===== src/rtl/maze_pkg.sv =====
// Shared types and helpers for the maze player controller.
// Used by maze_player_ctrl and btn_conditioner.
package maze_pkg;

  localparam int MAZE_DIM = 16;

  typedef enum logic [1:0] {
    IDLE,
    ARM,
    PLAY,
    WON
  } player_state_t;

  typedef enum logic [1:0] {
    DIR_UP,
    DIR_LEFT,
    DIR_DOWN,
    DIR_RIGHT
  } dir_t;

  function automatic logic [7:0] cell_idx(
    input logic [3:0] x,
    input logic [3:0] y
  );
    return {4'b0, x} + {y, 4'b0};
  endfunction

endpackage


===== src/rtl/btn_conditioner.sv =====
// Button synchronizer, optional debouncer and registered rising-edge pulse.
// Debouncer is built only when MAZE_PLAYER_DEBOUNCE_EN is defined.
module btn_conditioner #(
  parameter logic [19:0] DEBOUNCE_CYCLES = 20'd500000
) (
  input  logic clk,
  input  logic reset,
  input  logic btn,
  output logic level,
  output logic pulse
);

  logic s0;
  logic s1;
  logic prev;

  always_ff @(posedge clk or posedge reset) begin
    if (reset) begin
      s0 <= 1'b0;
      s1 <= 1'b0;
    end else begin
      s0 <= btn;
      s1 <= s0;
    end
  end

`ifdef MAZE_PLAYER_DEBOUNCE_EN
  logic [19:0] cnt;
  logic        deb;

  // level flips only after DEBOUNCE_CYCLES consecutive disagreeing samples
  always_ff @(posedge clk or posedge reset) begin
    if (reset) begin
      cnt <= '0;
      deb <= 1'b0;
    end else if (s1 != deb) begin
      if (cnt == DEBOUNCE_CYCLES - 20'd1) begin
        cnt <= '0;
        deb <= s1;
      end else begin
        cnt <= cnt + 20'd1;
      end
    end else begin
      cnt <= '0;
    end
  end

  assign level = deb;
`else
  assign level = s1;
`endif

  always_ff @(posedge clk or posedge reset) begin
    if (reset) begin
      prev  <= 1'b0;
      pulse <= 1'b0;
    end else begin
      prev  <= level;
      pulse <= level & ~prev;
    end
  end

endmodule


===== src/rtl/maze_player_ctrl.sv =====
// Moves a player token through a carved maze from four push-buttons.
// Optional debounce: define MAZE_PLAYER_DEBOUNCE_EN.
module maze_player_ctrl
  import maze_pkg::*;
#(
  parameter logic [19:0] DEBOUNCE_CYCLES = 20'd500000,
  parameter int          MOVE_CNT_W      = 10
) (
  input  logic                           clk,
  input  logic                           reset,
  input  logic [MAZE_DIM*MAZE_DIM-1:0]   maze_data,
  input  logic [4:0]                     maze_width,
  input  logic [4:0]                     maze_height,
  input  logic                           carve_finished,
  input  logic [3:0]                     finish_x,
  input  logic [3:0]                     finish_y,
  input  logic                           btn_up,
  input  logic                           btn_left,
  input  logic                           btn_down,
  input  logic                           btn_right,
  output logic [3:0]                     player_x,
  output logic [3:0]                     player_y,
  output logic [MOVE_CNT_W-1:0]          move_count,
  output logic                           playing,
  output logic                           won
);

  player_state_t state, state_n;

  logic [3:0] raw;
  logic [3:0] lvl;
  logic [3:0] pls;

  assign raw = {btn_right, btn_down, btn_left, btn_up};

  for (genvar i = 0; i < 4; i++) begin : g_btn
    btn_conditioner #(
      .DEBOUNCE_CYCLES(DEBOUNCE_CYCLES)
    ) u_cond (
      .clk  (clk),
      .reset(reset),
      .btn  (raw[i]),
      .level(lvl[i]),
      .pulse(pls[i])
    );
  end

  logic       at_finish;
  logic       hit;
  logic       in_bounds;
  logic       mv_ok;
  dir_t       dir;
  logic [3:0] tx;
  logic [3:0] ty;

  assign at_finish = (player_x == finish_x) && (player_y == finish_y);

  always_comb begin
    hit = 1'b1;
    dir = DIR_UP;
    priority case (1'b1)
      pls[DIR_UP]:    dir = DIR_UP;
      pls[DIR_LEFT]:  dir = DIR_LEFT;
      pls[DIR_DOWN]:  dir = DIR_DOWN;
      pls[DIR_RIGHT]: dir = DIR_RIGHT;
      default:        hit = 1'b0;
    endcase
  end

  // bounds are checked before indexing so the cell index never wraps
  always_comb begin
    tx        = player_x;
    ty        = player_y;
    in_bounds = 1'b0;
    unique case (dir)
      DIR_UP: begin
        in_bounds = player_y != 4'd0;
        ty        = player_y - 4'd1;
      end
      DIR_LEFT: begin
        in_bounds = player_x != 4'd0;
        tx        = player_x - 4'd1;
      end
      DIR_DOWN: begin
        in_bounds = ({1'b0, player_y} + 5'd1) < maze_height;
        ty        = player_y + 4'd1;
      end
      DIR_RIGHT: begin
        in_bounds = ({1'b0, player_x} + 5'd1) < maze_width;
        tx        = player_x + 4'd1;
      end
    endcase
    mv_ok = hit && in_bounds && maze_data[cell_idx(tx, ty)];
  end

  always_comb begin
    state_n = state;
    unique case (state)
      IDLE: if (carve_finished) state_n = ARM;
      ARM:  if (lvl == 4'b0)    state_n = PLAY;
      PLAY: if (at_finish)      state_n = WON;
      WON:  state_n = WON;
    endcase
    if (!carve_finished) state_n = IDLE;
  end

  always_ff @(posedge clk or posedge reset) begin
    if (reset) begin
      state   <= IDLE;
      playing <= 1'b0;
      won     <= 1'b0;
    end else begin
      state   <= state_n;
      playing <= (state == PLAY) && carve_finished;
      won     <= (state == WON) && carve_finished;
    end
  end

  always_ff @(posedge clk or posedge reset) begin
    if (reset) begin
      player_x   <= '0;
      player_y   <= '0;
      move_count <= '0;
    end else if (!carve_finished || state == IDLE) begin
      player_x   <= '0;
      player_y   <= '0;
      move_count <= '0;
    end else if (state == PLAY && !at_finish && mv_ok) begin
      player_x <= tx;
      player_y <= ty;
      if (move_count != '1) move_count <= move_count + 1'b1;
    end
  end

endmodule


===== config.mk =====
export PLATFORM = sky130hd
export DESIGN_NAME = maze_player_ctrl
export DESIGN_NICKNAME = d
export VERILOG_FILES = /design/src/rtl/maze_pkg.sv /design/src/rtl/btn_conditioner.sv /design/src/rtl/maze_player_ctrl.sv
export SDC_FILE = /design/constraint.sdc
export NUM_CORES = 1
export LEC_CHECK = 0
export ABC_AREA = 0
export CORE_ASPECT_RATIO = 2
export CORE_MARGIN = 2
export CORE_UTILIZATION = 40
export CTS_CLUSTER_DIAMETER = 40
export CTS_CLUSTER_SIZE = 8
export DETAILED_ROUTE_END_ITERATION = 7
export PLACE_DENSITY_LB_ADDON = 0.2
export SLEW_MARGIN = 20
export SYNTH_ARGS = -nofsm -noshare
export SYNTH_HDL_FRONTEND = slang
export SYNTH_SLANG_ARGS = --single-unit

===== constraint.sdc =====
create_clock -name clk -period 8.5 [get_ports clk]
set_input_delay 2.125 -clock clk [delete_from_list [all_inputs] [get_ports clk]]
set_output_delay 2.125 -clock clk [all_outputs]
set_load 0.01 [all_outputs]

==> metrics.yaml <==
outcome:
  status: "finished, final reports clean"
run:
  drv_cap: 0
synth:
  synth_seq_cells: 38
  yosysSeqAreaShare_pct: 15.6
  syn-instance-count: 715
  synth.largest_area_cell: "dfrtp_1"
  synth_top_area_share_pct: 15.6
  synth_ff_type: "dfrtp_1"
  synthArstFlopShare_pct: 100
  yosysWarningCount: 0
  synth_cell_type_count: 78
  synth_area_leaders: "dfrtp_1 (16%), mux2i_1 (13%), mux4_2 (11%)"
  avgSynthCellArea_um2: 8.54
  synth_edf_count: 0
  syn_nets: 1015
  netlist_area_um2: 6110
die:
  start_util_pct: 41.0
  die_y_um: 179
  dieArea_um2: 16300
  boundaryPins: 301
  core_area_um2: 14900
  rows: 63
  die_x_um: 91.4
drt:
  drcViolationCount: 0
  routed_via_density: 6.22
  first_pass_iters: 4
  routed_wl_um: 26300
  topRoutingLayerUsed: "met4"
  initialDrtViolationCount: 387
  via_count: 7253
  wl_per_cell_um: 22.5
  wl_met2_um: 14000
  met3WireLength_um: 1730
  wl_met1_um: 9160
  ant_nets: 0
clock_network:
  worstSkewPairLatency_ns: 0.29
  clockBufferDepth: 2
  clk_pin_slew_worst_paths_ns: 0.06
  cts_hold_buffers: 0
  post_cts_resized: 0
  clock-root-buffer: "clkbuf_16"
  cts_made_buffers: 5
  cts_tree: "done"
  cts.sinks: 38
  htree_levels: 2
  cts_setup_buffers: 0
grt:
  grt_pass1_vias: 7359
  grt_max_degree: 70
  grt_pass1_wl_um: 39600
  antenna_found_initial: 1
  grt_overflow: 0
  track_usage_pct: 30.7
min_path:
  hold_path_class: "register to register"
  min_from: "g_btn[1].u_cond.s0"
placed_design:
  dp_hpwl_um: 20600
  port_buffers: 300
  dpl_cell_area_um2: 9150
  place_inst: 1158
  post-place-ws_ns: 2.12
  routabilityCongestion: 0.898
sta:
  worstMarginPinSlew_ns: 0.894
  fin_ws_ns: 2.31
  finalCritPeriodShare_pct: 72.8
  fin_skew_ns: 0.00705
  maxSlewHeadroom_pct: 38.9
  grt_setup_unrepaired: "no"
  finalMaxSlewViolations: 0
  hold_violations: 0
  period_needed_ns: 6.19
  maxClockFrequency_mhz: 162
  timing.hold.ws_ns: 0.349
  setup_violations: 0
  finalSetupTns_ns: 0
layout:
  layout-drive-gt1-share_pct: 9.06
  fin_area_um2: 9360
  area_growth_pct: 53.2
  final_cell_count_no_fill: 1167
  nets: 1270
  fillers: 1313
  utilization_pct: 62.8
worst_setup_path:
  startpoint_type: "primary input"
  crit_type: "primary input to register"
  r2r-start: "g_btn[0].u_cond.pulse"
  cp_max_fo: 22
  worstPathArrival_ns: 6.40
  startpoint: "maze_width[1]"
  end_kind: "register"
  regToRegSetupSlack_ns: 2.68
  crit_required_ns: 8.71
power_and_ir_drop:
  ir_drop_mv: 0.133
  power_mw: 0.794
  power_density_nw_per_um2: 84.9
  leakagePower_nw: 3.44
## worst max-delay path, stage by stage
cell	delay [ns]
clkdlybuf4s50_1	0.45
inv_1	0.04
ha_1	0.27
a21boi_0	0.12
o21ai_0	0.24
a21oi_1	0.10
a2111oi_0	0.77
o21ai_0	0.32
or2_2	0.38
a2111oi_0	0.44
o211a_1	0.32
nor3_4	0.14
or4_1	0.53
a21oi_1	0.14
## where the power goes
part / switching, mW / internal [mW] / total [mW]
clock network: 0.0723 / 0.176 / 0.248
logic: 0.155 / 0.201 / 0.356
registers: 0.00423 / 0.185 / 0.190
total: 0.232 / 0.562 / 0.794
## cell usage after synthesis (9+ instances only)
cell type and number:
a211oi_1 31, a21oi_1 31, a221oi_1 30, a22oi_1 14
a31oi_1 9, and3_1 15, buf_2 27, clkbuf_1 24
dfrtp_1 38, ha_1 17, inv_1 22, mux2i_1 79
mux4_2 30, nand2_1 70, nand3_1 17, nor2_1 33
nor2b_1 14, nor3_1 9, o21ai_0 28, o221ai_1 11
xor2_1 14
## flip-flops by register name, indices dropped and copies added (netlist names)
signal,count
move_count,10
g_btn.u_cond.level,4
g_btn.u_cond.prev,4
g_btn.u_cond.pulse,4
g_btn.u_cond.s0,4
player_x,4
player_y,4
state,2
playing,1
won,1
## cells by family after synthesis
| logic type | synth area share [%] |
|---|---|
| compound gates | 28.7 |
| fa+ha+maj | 4.14 |
| simple gates | 16.8 |
| buf+inv | 6.57 |
| mux | 25.5 |
| xor+xnor | 2.72 |
| flops | 15.6 |
## final timing paths
| check | end | cells after the start |
|---|---|---|
| max in group asynchronous | player_x[1] | 3 |
| setup reg to reg | move_count[6] | 15 |
| hold / removal | g_btn[1].u_cond.level | 0 |
| setup / recovery | move_count[6] | 14 |
| hold reg to reg | g_btn[1].u_cond.level | 0 |
| min in group asynchronous | move_count[2] | 3 |
## layout by cell type, fill, tap and decap left out, drive strengths merged, types with 18 or more instances in the layout
cell type        n
clkdlybuf4s50  300
mux2i           79
nand2           71
dfrtp           38
nor2            34
a211oi          33
a21oi           32
a221oi          30
mux4            30
o21ai           29
inv             23
nand3           18
## metal layers
metal | vias up | track usage [%]
met5 | - | 0
met4 | 0 | 17.2
met3 | 89 | 5.17
met2 | 347 | 57.0
met1 | 3462 | 32.3
li1 | 3355 | -
## layout make-up
cell class	count	area (um2)	area share (%)
well taps	195	244	2.61
flip-flops and latches	38	953	10.2
diodes	1	2.50	0.0267
inverters	24	90.1	0.963
multi-input cells	589	4780	51.0
clock inverters	2	60.1	0.642
clock buffers	6	139	1.48
repair buffers	312	3090	33.0
Power figures use the tool's default switching activity.
